**config.mk**
```make
export PLATFORM = sky130hd
export DESIGN_NAME = uart_rx_frame_sampler
export DESIGN_NICKNAME = d
export VERILOG_FILES = /design/src/rtl/uart_rx_frame_sampler.sv
export SDC_FILE = /design/constraint.sdc
export NUM_CORES = 1
export LEC_CHECK = 0
export CAP_MARGIN = 20
export CORE_MARGIN = 2
export CORE_UTILIZATION = 40
export CTS_BUF_LIST = sky130_fd_sc_hd__clkbuf_4 sky130_fd_sc_hd__clkbuf_8
export DETAILED_ROUTE_END_ITERATION = 16
export PLACE_DENSITY = 0.67
export SYNTH_ARGS = -nofsm -noshare
export SYNTH_HDL_FRONTEND = slang
export SYNTH_SLANG_ARGS = --single-unit
export TNS_END_PERCENT = 1
```
**constraint.sdc**
```tcl
create_clock -name UCLK -period 1.7 [get_ports UCLK]
set_input_delay 0.17 -clock UCLK [delete_from_list [all_inputs] [get_ports UCLK]]
set_output_delay 0.17 -clock UCLK [all_outputs]
set_load 0.05 [all_outputs]
```
**src/rtl/uart_rx_frame_sampler.sv**
```systemverilog
// UART receive front end: synchronises and oversamples rx_in, majority-votes each bit,
// deserialises LSB first and flags frame completion or framing faults.
module uart_rx_frame_sampler #(
   parameter int DATA_WIDTH = 8,
   parameter int OVERSAMPLE = 16
) (
   input  logic                  UCLK,
   input  logic                  reset,
   input  logic                  rx_in,
   input  logic                  parity_en,
   output logic [DATA_WIDTH-1:0] parallel_data,
   output logic                  sampled_bit,
   output logic                  par_chk_en,
   output logic                  data_valid,
   output logic                  stop_error,
   output logic                  start_glitch,
   output logic                  busy
);

   localparam int EW  = $clog2(OVERSAMPLE);
   localparam int BW  = $clog2(DATA_WIDTH + 1);
   localparam int MID = OVERSAMPLE / 2;

   localparam logic [EW-1:0] CNT_SAMPLE0 = EW'(MID - 1);
   localparam logic [EW-1:0] CNT_SAMPLE1 = EW'(MID);
   localparam logic [EW-1:0] CNT_SAMPLE2 = EW'(MID + 1);
   localparam logic [EW-1:0] CNT_STROBE  = EW'(MID + 2);
   localparam logic [EW-1:0] CNT_LAST    = EW'(OVERSAMPLE - 1);
   localparam logic [BW-1:0] BITS_FULL   = BW'(DATA_WIDTH);

   typedef enum logic [2:0] {
      IDLE,
      START,
      DATA,
      PARITY,
      STOP
   } state_t;

   state_t                r_state;
   state_t                w_nextState;
   logic                  r_sync1;
   logic                  r_sync2;
   logic                  r_rxPrev;
   logic [EW-1:0]         r_edgeCnt;
   logic [BW-1:0]         r_bitCnt;
   logic [DATA_WIDTH-1:0] r_shift;
   logic                  r_sampleA;
   logic                  r_sampleB;
   logic                  r_sampledBit;
   logic                  r_parityEn;
   logic                  w_rxS;
   logic                  w_fallEdge;
   logic                  w_strobe;
   logic                  w_bitEnd;

   assign w_rxS         = r_sync2;
   assign w_fallEdge    = r_rxPrev & ~w_rxS;
   assign w_strobe      = (r_edgeCnt == CNT_STROBE);
   assign w_bitEnd      = (r_edgeCnt == CNT_LAST);
   assign parallel_data = r_shift;
   assign sampled_bit   = r_sampledBit;

   // Synchroniser resets to the idle-high line level so reset release never fakes a start edge.
   always_ff @(posedge UCLK or negedge reset) begin
      if (!reset) begin
         r_sync1  <= 1'b1;
         r_sync2  <= 1'b1;
         r_rxPrev <= 1'b1;
      end else begin
         r_sync1  <= rx_in;
         r_sync2  <= r_sync1;
         r_rxPrev <= r_sync2;
      end
   end

   always_ff @(posedge UCLK or negedge reset) begin
      if (!reset) begin
         r_state <= IDLE;
      end else begin
         r_state <= w_nextState;
      end
   end

   // Strobes are decoded from the current state, so an asynchronous reset clears them at once.
   always_comb begin
      w_nextState  = r_state;
      par_chk_en   = 1'b0;
      data_valid   = 1'b0;
      stop_error   = 1'b0;
      start_glitch = 1'b0;
      busy         = (r_state != IDLE);
      case (r_state)
         IDLE: begin
            if (w_fallEdge) begin
               w_nextState = START;
            end
         end
         START: begin
            if (w_strobe && r_sampledBit) begin
               start_glitch = 1'b1;
               w_nextState  = IDLE;
            end else if (w_bitEnd) begin
               w_nextState = DATA;
            end
         end
         DATA: begin
            if (w_bitEnd && (r_bitCnt == BITS_FULL)) begin
               w_nextState = r_parityEn ? PARITY : STOP;
            end
         end
         PARITY: begin
            par_chk_en = w_strobe;
            if (w_bitEnd) begin
               w_nextState = STOP;
            end
         end
         STOP: begin
            if (w_strobe) begin
               data_valid  = r_sampledBit;
               stop_error  = ~r_sampledBit;
               w_nextState = IDLE;
            end
         end
         default: begin
            w_nextState = IDLE;
         end
      endcase
   end

   // The edge counter free-runs while busy; a power-of-two OVERSAMPLE lets it wrap on its own.
   always_ff @(posedge UCLK or negedge reset) begin
      if (!reset) begin
         r_edgeCnt    <= '0;
         r_bitCnt     <= '0;
         r_shift      <= '0;
         r_sampleA    <= 1'b0;
         r_sampleB    <= 1'b0;
         r_sampledBit <= 1'b0;
         r_parityEn   <= 1'b0;
      end else begin
         if ((r_state == IDLE) || (w_nextState == IDLE)) begin
            r_edgeCnt <= '0;
         end else begin
            r_edgeCnt <= r_edgeCnt + 1'b1;
         end

         if ((r_state == IDLE) && w_fallEdge) begin
            r_parityEn <= parity_en;
         end

         if (r_state != IDLE) begin
            if (r_edgeCnt == CNT_SAMPLE0) begin
               r_sampleA <= w_rxS;
            end
            if (r_edgeCnt == CNT_SAMPLE1) begin
               r_sampleB <= w_rxS;
            end
            if (r_edgeCnt == CNT_SAMPLE2) begin
               r_sampledBit <= (r_sampleA & r_sampleB) | (r_sampleA & w_rxS) | (r_sampleB & w_rxS);
            end
         end

         if ((r_state == START) && (w_nextState == DATA)) begin
            r_bitCnt <= '0;
         end else if ((r_state == DATA) && w_strobe) begin
            r_bitCnt <= r_bitCnt + 1'b1;
            r_shift  <= {r_sampledBit, r_shift[DATA_WIDTH-1:1]};
         end
      end
   end

endmodule

```
# Word level (Yosys, flattened, before mapping)
# Cells that the tools add are included.
classes:
  n_eq_ne: 11
  reduce_logical: 14
  mux: 18
  n_addsub: 2
  bitwise_logic: 9
op_table:
  columns: ["operator", "n"]
  rows:
  - ["$mux W3", 7]
  - ["$eq A4 B4 Y1 const B", 5]
  - ["$pmux W3 S5", 1]
  - ["$mux W4", 3]
  - ["$eq A3 B2 Y1 const B", 3]
  - ["$add A4 B1 Y4 const B", 2]
  - ["$reduce_and A2 Y1", 4]
  - ["$mux W1", 7]
  - ["$logic_not A3 Y1", 2]
  - ["$logic_and A1 B1 Y1", 5]
  - ["$and A1 B1 Y1", 4]
  - ["$eq A4 B3 Y1 const B", 1]
  - ["$eq A3 B1 Y1 const B", 1]
  - ["$eq A3 B3 Y1 const B", 1]
  - ["$not A1 Y1", 3]
  - ["$reduce_bool A3 Y1", 1]
  - ["$or A1 B1 Y1", 2]
  - ["$reduce_bool A2 Y1", 1]
  - ["$logic_or A1 B1 Y1", 1]
word_totals:
  out_inout_bits: 14
  in_bits: 4
  elab_cells: 65
  reg_bits: 26

# Longest topological paths before layout
depth:
  ltp_word: 8
  mapped_depth: 7
  depth_no_buf: 6

# Least setup slack after synthesis
# No wires, ideal clock.
synth_timing:
  path_kind: "reg2out"
  startpoint: "register r_state[1]"
  endpoint: "output stop_error"
  slack_ns: -0.463
  path_stages_with_launch: 4
  n_path_buf: 1
  t_arrival_ns: 1.993
  path_cell_list: "dfrtp_1 > buf_4 > or3b_1 > nor3_1"
synth_via:
  elab_chain_len: 2
synth_rtl:
  columns: ["item", "line", "source"]
  rows:
  - ["start: declaration", "39", "state_t r_state;"]
  - ["start signal: assignment", "80", "r_state <= w_nextState;"]
  - ["$eq A3 B3 Y1", "92", "case (r_state)"]
  - ["$mux W1", "92", null]
  - ["end: declaration", "15", "output logic stop_error,"]
# Every way passes these cells.

# Final worst setup path
layout_timing:
  startpoint: "register r_state[0]"
  endpoint: "output stop_error"
# The elaborated chain is that of the path after synthesis.

==> results.sh <==
export IMPL_outcome="complete, but fails checks"
export IMPL_violations="negative setup slack"
export IMPL_fin_util_pct=58.03
export IMPL_multi_input_area_um2=666.9
export IMPL_dominantRegCellSynth="dfrtp_1"
export IMPL_clockBufferDepth=2
export IMPL_max_slew_margin_pct=66.56
export IMPL_clkPwrFrac_pct=18.7
export IMPL_pwr_density_cell_nw_per_um2=949.0
export IMPL_vias=1007
export IMPL_start_util_pct=42.30
export IMPL_ys_ff_latch=26
export IMPL_fin_cells=204
export IMPL_core_um2=3053
export IMPL_place_area_um2=1615
export IMPL_route_detailed_drc=0
export IMPL_worstSetupPathType="flip-flop to primary output"
export IMPL_fill_cells=268
export IMPL_via_per_inst=4.936
export IMPL_regArea_um2=659.4
export IMPL_chipWidth_um=60.82
export IMPL_cts_tree="yes"
export IMPL_cp_cell_sequence="or3b_4, nor3_4, buf_12"
export IMPL_leakage_nw=0.8337
export IMPL_synth_top_area_cell="dfrtp_1"
export IMPL_cts_buffers=3
export IMPL_cts_root_buf="clkbuf_4"
export IMPL_drive_gt1_share_pct=35.63
export IMPL_place_inst=194
export IMPL_num_io_pins=18
export IMPL_setup_violations=5
export IMPL_timing_rr_start="r_edgeCnt[1]"
export IMPL_worstPathArrival_ns=1.59
export IMPL_synth_warnings=0
export IMPL_r2r_end="r_edgeCnt[2]"
export IMPL_h_tree_depth=1
export IMPL_internal_power_mw=1.123
export IMPL_grt_ovfl_total=0
export IMPL_syn_inst=125
export IMPL_timing_final_hold_violations=0
export IMPL_slew_viol_final=0
export IMPL_synth_most_common_cell="nand2_1"
export IMPL_synth_edff_count=0
export IMPL_antenna_found_initial=0
export IMPL_wl_per_cell_um=13.03
export IMPL_maxCapViolCount=0
export IMPL_syn2layout_area_growth_pct=37.21
export IMPL_fin_crit_ns=1.762
export IMPL_cp_slowest_stage_delay_ns=0.43
export IMPL_dp_hpwl_um=1817
export IMPL_finalInstanceArea_um2=1772
export IMPL_drt_iter0_markers=21
export IMPL_clock_sinks=26
export IMPL_power_net_switching_mw=0.5586
export IMPL_cp_end_kind="primary output"
export IMPL_worst_path_max_delay_cell="dfrtp_2"
export IMPL_grt_max_degree=27
export IMPL_yosys_area_share_simple_pct=26.45
export IMPL_avgSynthCellArea_um2=10.33
export IMPL_fmax_mhz=567.6
export IMPL_ys_types=40
export IMPL_layout_nets=171
export IMPL_yosys_top_cells_count="nand2_1, dfrtp_1, nor3_1"
export IMPL_wl_um=2659
export IMPL_place_gp_congestion=0.7923
export IMPL_synthAdderAreaFrac_pct=6.589
export IMPL_seq_area_frac_synth_pct=50.68
export IMPL_cp_max_fo=3
export IMPL_required_ns=1.53
export IMPL_synthXorXnorAreaFrac_pct=2.713
export IMPL_combPwrFrac_pct=33.3
export IMPL_ir_drop_mv=0.4227
export IMPL_die_area_um2=3698
export IMPL_ctsHoldBuffers=0
export IMPL_period_share_pct=103.6
export IMPL_synth_mux_area_share_pct=3.488
export IMPL_synth_top_cell_area_share_pct=44.57
export IMPL_diodes=0
export IMPL_track_usage_pct=16.49
export IMPL_grt_pass1_wl_um=4422
export IMPL_p_sw_share_pct=33.23
export IMPL_synth_compound_area_share_pct=6.492
export IMPL_fin_skew_ns=0.007288
export IMPL_grt_setup_unrepaired="true"
export IMPL_first_global_vias=975
export IMPL_synth_top_family_by_area="simple AND/OR/NAND/NOR gates"
export IMPL_ant_nets=0
export IMPL_holdCritPathClass="input port to async pin"
export IMPL_crit_path_start_kind="flip-flop"
export IMPL_rows=20
export IMPL_power_frac_seq_pct=48.0
export IMPL_port_buffers=17
export IMPL_syn_area_um2=1291
export IMPL_ys_top_cells_by_area="dfrtp_1, nand2_1, dfstp_2"
export IMPL_r2r_setup_slack_ns=-0.03
export IMPL_syn_nets=135
export IMPL_chipHeight_um=60.82
export IMPL_cts_clk_slew_worst_paths_ns=0.14
export IMPL_worstRegToRegCells=6
export IMPL_whs_ns=0.1890
export IMPL_setup_slack_ns=-0.06193
export IMPL_worstMarginPinSlew_ns=0.5008
export IMPL_clk_insertion_delay_late_ns=0.33
export IMPL_ys_async_sr_fraction_pct=100.0
export IMPL_first_pass_iters=4
## worst max-delay path, delay by kind of cell, from the launching register on
kind / cells / cell delay (ns)
AND/OR/NAND/NOR: 2 / 0.66
flip-flops: 1 / 0.43
buffers and inverters: 1 / 0.16
## metal layers
layer	part of all wire [%]	routed length [µm]	GRT usage (%)
met5	0	0	0
met3	5.3	142	3.412
met1	46	1221	21.95
met2	47	1241	25.65
met4	2.0	53	8.075
## cell families (layout without fill, tap and decap cells)
logic type / Yosys count / in the layout
buf+inv: 9 / 44
xor+xnor: 4 / 4
mux: 4 / 4
simple gates: 65 / 65
compound gates: 10 / 10
fa+ha+maj: 7 / 7
flops: 26 / 26
## worst max path at each step
stage / startpoint / slack, ns / end
after global routing: r_edgeCnt[1] / -0.14 / r_edgeCnt[2]
final: r_state[0] / -0.06 / stop_error
after CTS: r_edgeCnt[0] / -0.09 / start_glitch
after floorplan: sampled_bit / -0.07 / data_valid
after global placement: r_edgeCnt[0] / 0.07 / r_edgeCnt[2]
after detailed placement: r_edgeCnt[0] / -0.04 / r_edgeCnt[2]
## power by group through the flow
stage                     logic (mW)  registers, mW  clock network, mW
after global placement         0.437          0.812                  0
after CTS                      0.515          0.801              0.326
after detailed placement       0.446          0.818                  0
after floorplan                0.398          0.818                  0
final                          0.560          0.806              0.315
after global routing           0.610          0.816              0.353
## through the flow
stage	TNS, ns	worst slack, ns	power (mW)
after floorplan	-0.3275	-0.06754	1.216
after global placement	0	0.06615	1.249
after detailed placement	-0.08878	-0.04201	1.264
after CTS	-0.3383	-0.08625	1.641
after global routing	-0.7643	-0.1415	1.780
final	-0.1713	-0.06193	1.681
## cells in the final DEF (no fill, tap or decap), drive strengths merged
master,count
a211o,1
a211oi,3
a21o,1
a21oi,1
a311oi,1
and3b,1
buf,25
clkbuf,4
clkdlybuf4s50,3
dfrtp,23
dfstp,3
dlygate4sd2,5
dlymetal6s2s,1
ha,6
inv,6
maj3,1
mux2,4
nand2,32
nand2b,1
nand3,5
nand3b,1
nand4b,1
nor2,7
nor2b,1
nor3,8
nor3b,3
nor4,1
nor4bb,1
o211a,1
o211ai,1
o31ai,1
or3,1
or3b,2
xnor2,2
xor2,2
## repair_timing
item	CTS	global route
resized for setup	17	9
setup endpoints to repair	13	22
pin swaps	4	1
cloned	0	0
buffers inserted	5	1
## final cells by class
type	count	area share [%]
Inverter	6	1.271
Timing Repair Buffer	34	18.71
Tap cell	44	3.107
Sequential cell	26	37.22
Clock buffer	4	2.048
Multi-Input combinational cell	90	37.64
## state kept, by name (all words and copies together) (netlist names)
signal	count
parallel_data	8
r_bitCnt	4
r_edgeCnt	4
r_state	3
r_parityEn	1
r_rxPrev	1
r_sampleA	1
r_sampleB	1
r_sync1	1
r_sync2	1
sampled_bit	1
(Power assumes the default switching activity.)
